File: src/rtl/exp_arbiter.sv
// exp_arbiter: round-robin arbiter and sequencer sharing one external
// modular exponentiation engine (x^n mod 2^XW) among N requesters.
// Grants one job at a time, holds the engine operands for the whole busy
// period, and returns the engine result with a per-requester done pulse.
// Optional statistics (jobs_cnt, busy_wait) are built when the macro
// EXP_ARB_STATS_EN is defined; the default build omits them entirely.
module exp_arbiter #(
  parameter int N  = 4,
  parameter int XW = 16,
  parameter int NW = 8
) (
  input  logic            clk,
  input  logic            nrst,
  input  logic [N-1:0]    req,
  input  logic [N*XW-1:0] req_x,
  input  logic [N*NW-1:0] req_n,
  output logic [N-1:0]    ack,
  output logic [N-1:0]    done,
  output logic [XW-1:0]   res,
  output logic            eng_start,
  output logic [XW-1:0]   eng_inx,
  output logic [NW-1:0]   eng_inn,
  input  logic            eng_ready,
  input  logic [XW-1:0]   eng_out
`ifdef EXP_ARB_STATS_EN
  ,
  output logic [15:0]     jobs_cnt,
  output logic [N-1:0]    busy_wait
`endif
);

  // Pointer/index width; one extra bit is used while wrapping ptr+k.
  localparam int PW = (N > 1) ? $clog2(N) : 1;
  localparam logic [PW:0] NP = (PW+1)'(N);

  typedef enum logic [1:0] {
    IDLE      = 2'd0,
    WAIT_LOW  = 2'd1,
    WAIT_DONE = 2'd2
  } state_t;

  state_t          state;
  state_t          state_d;
  logic [PW-1:0]   ptr;
  logic [PW-1:0]   ptr_d;
  logic [PW-1:0]   cur;
  logic [PW-1:0]   cur_d;
  logic [N-1:0]    ack_d;
  logic [N-1:0]    done_d;
  logic [XW-1:0]   res_d;
  logic [XW-1:0]   inx_d;
  logic [NW-1:0]   inn_d;
  logic            start_d;

  logic [2*N-1:0]  req_dbl;
  logic [N-1:0]    req_rot;
  logic            win_found;
  logic [PW:0]     win_sum;
  logic [PW-1:0]   win_idx;
  logic [XW-1:0]   win_x;
  logic [NW-1:0]   win_n;

  // Round-robin search: rotate req so that bit 0 is requester ptr, take the
  // lowest set bit, then map the offset back to an absolute index mod N.
  always_comb begin
    req_dbl   = {req, req};
    req_rot   = N'(req_dbl >> ptr);
    win_found = |req_rot;
    win_sum   = '0;
    for (int k = N - 1; k >= 0; k--) begin
      if (req_rot[k]) begin
        win_sum = {1'b0, ptr} + (PW+1)'(k);
      end
    end
    if (win_sum >= NP) begin
      win_sum = win_sum - NP;
    end
    win_idx = win_sum[PW-1:0];
  end

  // Operand mux: pick the winning requester's base and exponent.
  always_comb begin
    win_x = '0;
    win_n = '0;
    for (int k = 0; k < N; k++) begin
      if (win_idx == PW'(k)) begin
        win_x = req_x[k*XW +: XW];
        win_n = req_n[k*NW +: NW];
      end
    end
  end

  // Next-state and next-output logic; every output is registered below.
  // Pulses (ack, done, eng_start) default low, held values default to hold.
  always_comb begin
    state_d = state;
    ptr_d   = ptr;
    cur_d   = cur;
    ack_d   = '0;
    done_d  = '0;
    start_d = 1'b0;
    res_d   = res;
    inx_d   = eng_inx;
    inn_d   = eng_inn;
    unique case (state)
      IDLE: begin
        if (eng_ready && win_found) begin
          inx_d   = win_x;
          inn_d   = win_n;
          start_d = 1'b1;
          ack_d   = N'(1) << win_idx;
          cur_d   = win_idx;
          state_d = WAIT_LOW;
        end
      end
      WAIT_LOW: begin
        // The engine must be seen busy before its ready flag means "result".
        if (!eng_ready) begin
          state_d = WAIT_DONE;
        end
      end
      WAIT_DONE: begin
        if (eng_ready) begin
          res_d   = eng_out;
          done_d  = N'(1) << cur;
          ptr_d   = (cur == PW'(N - 1)) ? '0 : cur + PW'(1);
          state_d = IDLE;
        end
      end
      default: begin
        state_d = IDLE;
      end
    endcase
  end

  // State, round-robin pointer, current job and all output registers.
  always_ff @(posedge clk or negedge nrst) begin
    if (!nrst) begin
      state     <= IDLE;
      ptr       <= '0;
      cur       <= '0;
      ack       <= '0;
      done      <= '0;
      res       <= '0;
      eng_start <= 1'b0;
      eng_inx   <= '0;
      eng_inn   <= '0;
    end else begin
      state     <= state_d;
      ptr       <= ptr_d;
      cur       <= cur_d;
      ack       <= ack_d;
      done      <= done_d;
      res       <= res_d;
      eng_start <= start_d;
      eng_inx   <= inx_d;
      eng_inn   <= inn_d;
    end
  end

`ifdef EXP_ARB_STATS_EN
  logic [N-1:0] job_mask_d;

  // One-hot of the job that will be in flight after this edge (none in IDLE).
  always_comb begin
    job_mask_d = '0;
    if (state_d != IDLE) begin
      job_mask_d = N'(1) << cur_d;
    end
  end

  // Completed-job counter (wraps) and per-requester "waiting" flags.
  always_ff @(posedge clk or negedge nrst) begin
    if (!nrst) begin
      jobs_cnt  <= '0;
      busy_wait <= '0;
    end else begin
      if (|done_d) begin
        jobs_cnt <= jobs_cnt + 16'd1;
      end
      busy_wait <= req & ~ack_d & ~job_mask_d;
    end
  end
`endif

endmodule

File: config.mk
export PLATFORM = sky130hd
export DESIGN_NAME = exp_arbiter
export DESIGN_NICKNAME = d
export VERILOG_FILES = /design/src/rtl/exp_arbiter.sv
export SDC_FILE = /design/constraint.sdc
export NUM_CORES = 1
export LEC_CHECK = 0
export ABC_CLOCK_PERIOD_IN_PS = 4050
export CAP_MARGIN = 20
export CORE_ASPECT_RATIO = 0.9
export CORE_MARGIN = 4
export CORE_UTILIZATION = 41
export DETAILED_ROUTE_END_ITERATION = 10
export PLACE_DENSITY = 0.87
export SYNTH_ARGS = -nofsm -noshare
export SYNTH_HDL_FRONTEND = slang
export SYNTH_SLANG_ARGS = --single-unit
File: constraint.sdc
create_clock -name clk -period 4.05 [get_ports clk]
set_clock_uncertainty 0.1 [all_clocks]
set_input_delay 0.81 -clock clk [delete_from_list [all_inputs] [get_ports clk]]
set_output_delay 0.81 -clock clk [all_outputs]
set_load 0.005 [all_outputs]
==> run metrics, run 1 <==
total chip power 2410 uW; Critical Path End eng_inx[1]; Die W 95.4 um; # IOs 168; worst min path class flop to flop; mean post-synth cell area 11.8 sq um; Lkg Pwr 0.00195 uW; all-layer global routing usage 0.198; unrepaired setup endpoints after global routing false; critical path's slowest cell clkdlybuf4s50_1; Worst Setup SP req[1]; dominant cell type by area after synthesis dfrtp_1; post-synth top area share 0.488; Rel. slew slack 0.373; number of global-route vias before repair 2608; Core Footprint 6620 sq um; CTS root buffer clkbuf_8; largest net degree at the start of global routing 45; Fin Setup TNS 0 ns; Setup CP Type primary input to flop; fillcell total 511; DRT iter0 DRCs 123; min cycle time layout 2.84 ns; pwr dens 526 nW/um^2; most frequent cells in the layout clkdlybuf4s50_1, dfrtp_1, mux2i_1; Vias 2530; Max stage delay on crit path 0.56 ns; Data arrival, critical path 2.89 ns; reg2reg start ptr[1]; Final Cycle Share 0.700; count of final setup violators 0; Worst setup EP type flop; Max Clock Freq 0.353 GHz; htree depth 2; CTS sink count 55; initial antenna violation count 0; worst reg2reg path depth 5; WL/cell 16.6 um; WL final 8.17 mm; Final #Nets 524; Syn-to-layout area delta 62.6%; Die H 86.7 um; Max FO, Critical Path 44; required time of the worst setup path 4.10 ns; clk_lat worst skew 0.30 ns; CP startpoint kind primary input; ys async rst share 1.00; Die Area 8270 sq um; syn_nets 362; most common cell after layout, fill and taps aside clkdlybuf4s50_1; Final Max Tran Viols 0; cts repair resizes 0; Vias/cell 5.14; CTS buffer count 5; sequential-to-total area share from yosys stat 0.488; Max-Cap Viols 0; Placer Congestion 0.803; clock slew at reported path FFs 0.09 ns; crit-path cells clkdlybuf4s50_1, inv_1, a21oi_1, o221a_2, buf_4, mux2i_1, o221ai_1; synth top area cells dfrtp_1, mux2i_1, o221ai_1; #FFs+latches synth 55; CTS tree yes; grt ovf 0; std cell rows 28; top_reg_cell synth dfrtp_1; endpoints failing hold 0; drt drc 0; EDFF count, synth 0; YS warnings 0; cts hold-fix bufs 0; Post CTS Setup Buffer Count 0; drt first pass iters 4; Worst IR Drop VDD 255 uV; Place WS 0.877 ns; FF-to-FF setup slack 1.82 ns; first-pass GRT wire length 12.7 mm; Cells after Synth 239; Setup WS post-layout 1.21 ns; Yosys cell types 33; final core occ 0.692; DRT antenna net count 0; layout cell share with drive strength beyond 1 0.0871; Port Buf Inserts 167; status completed; Synth Cell Area 2820 sq um; r2r endpoint eng_inx[1]; Initial Util 0.426; Least-Margin Pin Slew 0.940 ns; Max Buffers Root-to-Sink 2; Final HPWL DP 6.35 mm; Antenna Cells 0
==> synthesized netlist by cell type (2+ instances only) <==
| master | count |
|---|---|
| dfrtp_1 | 55 |
| mux2i_1 | 43 |
| nand2_1 | 29 |
| o221ai_1 | 22 |
| mux2_2 | 17 |
| nor2_1 | 10 |
| inv_1 | 8 |
| a21oi_1 | 7 |
| buf_6 | 7 |
| buf_2 | 5 |
| ha_1 | 4 |
| o31ai_1 | 4 |
| o2bb2ai_1 | 3 |
| o31a_1 | 3 |
| clkbuf_1 | 2 |
| nand2_2 | 2 |
| o21ai_0 | 2 |
==> state kept, by name, summed over array words and instances, names as in the netlist <==
register   cells
ack            4
res           16
done           4
state          2
cur            2
eng_inx       16
eng_start      1
eng_inn        8
ptr            2
==> kinds of logic (layout without fill, tap and decap cells) <==
logic type      count (synthesis)  count (layout)  share of synthesized area
simple gates                   50              50                     0.0834
buf+inv                        24             187                     0.0559
xor+xnor                        1               1                    0.00311
mux                            60              60                      0.220
fa+ha+maj                       4               4                     0.0177
flops                          55              55                      0.488
compound gates                 45              45                      0.131
==> per-layer routing <==
metal	wire length [um]	GRT usage
met5	0	0
met4	180	0.0724
met2	4050	0.324
met3	854	0.0634
met1	3080	0.244
==> through the flow <==
stage | instance area [sq um] | cells | hold slack [ns]
2_1_floorplan | 2820 | 239 | 0.372
3_3_place_gp | 4500 | 484 | 0.369
3_5_place_dp | 4500 | 484 | 0.372
4_1_cts | 4580 | 492 | 0.398
5_1_grt | 4580 | 492 | 0.430
6_report | 4580 | 492 | 0.395
==> worst max-delay path, delay by kind of cell <==
kind | cells | cell delay (ns)
AOI/OAI and AO/OA | 3 | 0.57
buffers and inverters | 3 | 1.20
muxes | 1 | 0.27
==> area by class of cell <==
type / count / area [sq um] / share of cell area
Clock buffer: 7 / 76.3 / 0.0166
Clock inverter: 1 / 5.00 / 0.00109
Inverter: 9 / 38.8 / 0.00846
Multi-Input combinational cell: 160 / 1290 / 0.281
Sequential cell: 55 / 1380 / 0.300
Tap cell: 90 / 113 / 0.0246
Timing Repair Buffer: 170 / 1690 / 0.368
==> worst min path at each step <==
stage                startpoint           to  slack, ns  cells past startpoint
finish               eng_inx[8]   eng_inx[8]       0.40                      2
global route             res[6]       res[6]       0.43                      1
CTS                 eng_inx[11]  eng_inx[11]       0.40                      2
detailed placement  eng_inx[11]  eng_inx[11]       0.37                      2
global placement     eng_inn[1]   eng_inn[1]       0.37                      2
floorplan              state[1]     state[0]       0.37                      1
==> report_power, final <==
part / total (uW) / internal (uW) / switching, uW / leakage [uW]
clock: 289 / 122 / 167 / 0.0000422
combinational: 1210 / 741 / 467 / 0.00122
sequential: 917 / 777 / 140 / 0.000686
Power figures use the tool's default switching activity.
==> run 2, diff against run 1 <==
==> config.mk (replaced) <==
export PLATFORM = sky130hd
export DESIGN_NAME = exp_arbiter
export DESIGN_NICKNAME = d
export VERILOG_FILES = /design/src/rtl/exp_arbiter.sv
export SDC_FILE = /design/constraint.sdc
export NUM_CORES = 1
export LEC_CHECK = 0
export ABC_CLOCK_PERIOD_IN_PS = 2800
export CAP_MARGIN = 20
export CORE_ASPECT_RATIO = 0.9
export CORE_MARGIN = 4
export CORE_UTILIZATION = 38
export DETAILED_ROUTE_END_ITERATION = 10
export PLACE_DENSITY = 0.81
export SYNTH_ARGS = -nofsm -noshare
export SYNTH_HDL_FRONTEND = slang
export SYNTH_SLANG_ARGS = --single-unit
==> constraint.sdc (replaced) <==
create_clock -name clk -period 2.8 [get_ports clk]
set_clock_uncertainty 0.1 [all_clocks]
set_input_delay 0.56 -clock clk [delete_from_list [all_inputs] [get_ports clk]]
set_output_delay 0.56 -clock clk [all_outputs]
set_load 0.005 [all_outputs]
==> run 2 against run 1 <==
Effect of this change: global-route usage decreased by 1.4 points; power increased by 46%; routed wire length increased by 1.3%; via count decreased by 0.32%; non-clock buffer count increased by 4; sequential share of layout area decreased by 0.46 points; design area increased by 1.6%; first-iteration DRC count decreased by 54%; critical path depth decreased by 1; worst setup slack got worse by 0.63 ns; clock-buffer cell count unchanged; sequential cell count unchanged; critical endpoint is now eng_inx[4]; largest cell class unchanged; largest power group unchanged; highest routed layer unchanged.
==> run metrics, run 2 (synthesis gave the netlist of run 1 again) <==
pwr dens 755 nW/um^2; Post CTS Setup Buffer Count 0; Initial Util 0.395; WL/cell 16.6 um; reg2reg start ptr[1]; Data arrival, critical path 2.32 ns; fillcell total 593; top flop regs eng_inx: 16 flops, res: 16 flops, eng_inn: 8 flops; Die W 98.8 um; # IOs 168; htree depth 2; clk_lat worst skew 0.30 ns; clock slew at reported path FFs 0.09 ns; Worst setup EP type flop; area occupied by multi-input gates 1290 sq um; total chip power 3520 uW; DRT antenna net count 0; Max FO, Critical Path 24; CP startpoint kind primary input; Lkg Pwr 0.00198 uW; CTS root buffer clkbuf_8; worst min path class primary input to async pin; Final Max Tran Viols 0; r2r endpoint eng_inx[4]; Max-Cap Viols 0; dpl cell area 4570 sq um; number of global-route vias before repair 2676; min cycle time layout 2.21 ns; all-layer global routing usage 0.183; Setup CP Type primary input to flop; CTS tree yes; crit-path leading delay family simple AND/OR/NAND/NOR gates; endpoints failing hold 0; largest net degree at the start of global routing 45; most frequent cells in the layout clkdlybuf4s50_1, dfrtp_1, mux2i_1; Die Area 8870 sq um; register area 1380 sq um; Antenna Cells 0; cts repair resizes 0; DRT iter0 DRCs 57; layout cell share with drive strength beyond 1 0.0961; drt drc 0; WP buf/inv 2; status completed; std cell rows 29; most common cell after layout, fill and taps aside clkdlybuf4s50_1; Cells after DPL 491; FF-to-FF setup slack 0.90 ns; Vias 2522; Final HPWL DP 6.45 mm; Die H 89.7 um; Final #Nets 528; required time of the worst setup path 2.91 ns; initial antenna violation count 0; Core Footprint 7150 sq um; Placer Congestion 0.824; Fin Setup TNS 0 ns; unrepaired setup endpoints after global routing false; Final Cycle Share 0.791; Setup WS post-layout 0.587 ns; crit-path cells clkdlybuf4s50_1, nor4_1, or3_4, clkinv_4, nand3_4, o221ai_1; grt ovf 0; Worst IR Drop VDD 368 uV; CTS sink count 55; drt first pass iters 4; CTS buffer count 5; count of final setup violators 0; Max Clock Freq 0.452 GHz; Vias/cell 5.05; Final Instance Area 4660 sq um; Port Buf Inserts 167; cts hold-fix bufs 0; Max stage delay on crit path 0.57 ns; Max Buffers Root-to-Sink 2; Rel. slew slack 0.547; first-pass GRT wire length 13.4 mm; Least-Margin Pin Slew 0.680 ns; Place WS 0.266 ns; worst reg2reg path depth 5; Finished Layout Cells 499; WL final 8.28 mm; critical path's slowest cell clkdlybuf4s50_1; Syn-to-layout area delta 65.1%
[run 2: area by class of cell]
cell class / count / area share
tap: 93 / 0.0250
timing repair buffer: 174 / 0.377
sequential: 55 / 0.296
inverter: 9 / 0.00833
clock inverter: 1 / 0.00107
multi-input combinational: 160 / 0.276
clock buffer: 7 / 0.0164
[run 2: worst max path at each step]
| stage | start | to | slack, ns | depth (start not counted) |
|---|---|---|---|---|
| 2_1_floorplan | req[2] | eng_inn[5] | 1.01 | 6 |
| 3_3_place_gp | req[3] | eng_inn[6] | 0.29 | 6 |
| 3_5_place_dp | req[0] | eng_inx[4] | 0.27 | 6 |
| 4_1_cts | req[3] | eng_inx[4] | 0.59 | 6 |
| 5_1_grt | req[3] | eng_inx[14] | 0.44 | 6 |
| 6_report | req[3] | eng_inx[4] | 0.59 | 6 |
[run 2: per-layer routing]
layer,global-route usage,vias up,wire length [um],part of all wire
met4,0.0421,0,131,0.016
li1,-,1206,-,-
met2,0.327,98,4170,0.50
met5,0,-,0,0
met3,0.0441,13,575,0.069
met1,0.222,1205,3410,0.41
[run 2: per-stage QoR]
stage               hold WS, ns  utilization
floorplan                 0.164            -
global placement          0.369        0.640
detailed placement        0.378        0.640
CTS                       0.197        0.651
global route              0.211        0.651
finish                    0.185        0.651
[run 2: report_power, final]
part | leakage [uW] | total, uW | switching [uW] | internal, uW
clock network | 0.0000422 | 422 | 245 | 176
logic | 0.00126 | 1780 | 674 | 1110
registers | 0.000686 | 1310 | 191 | 1120
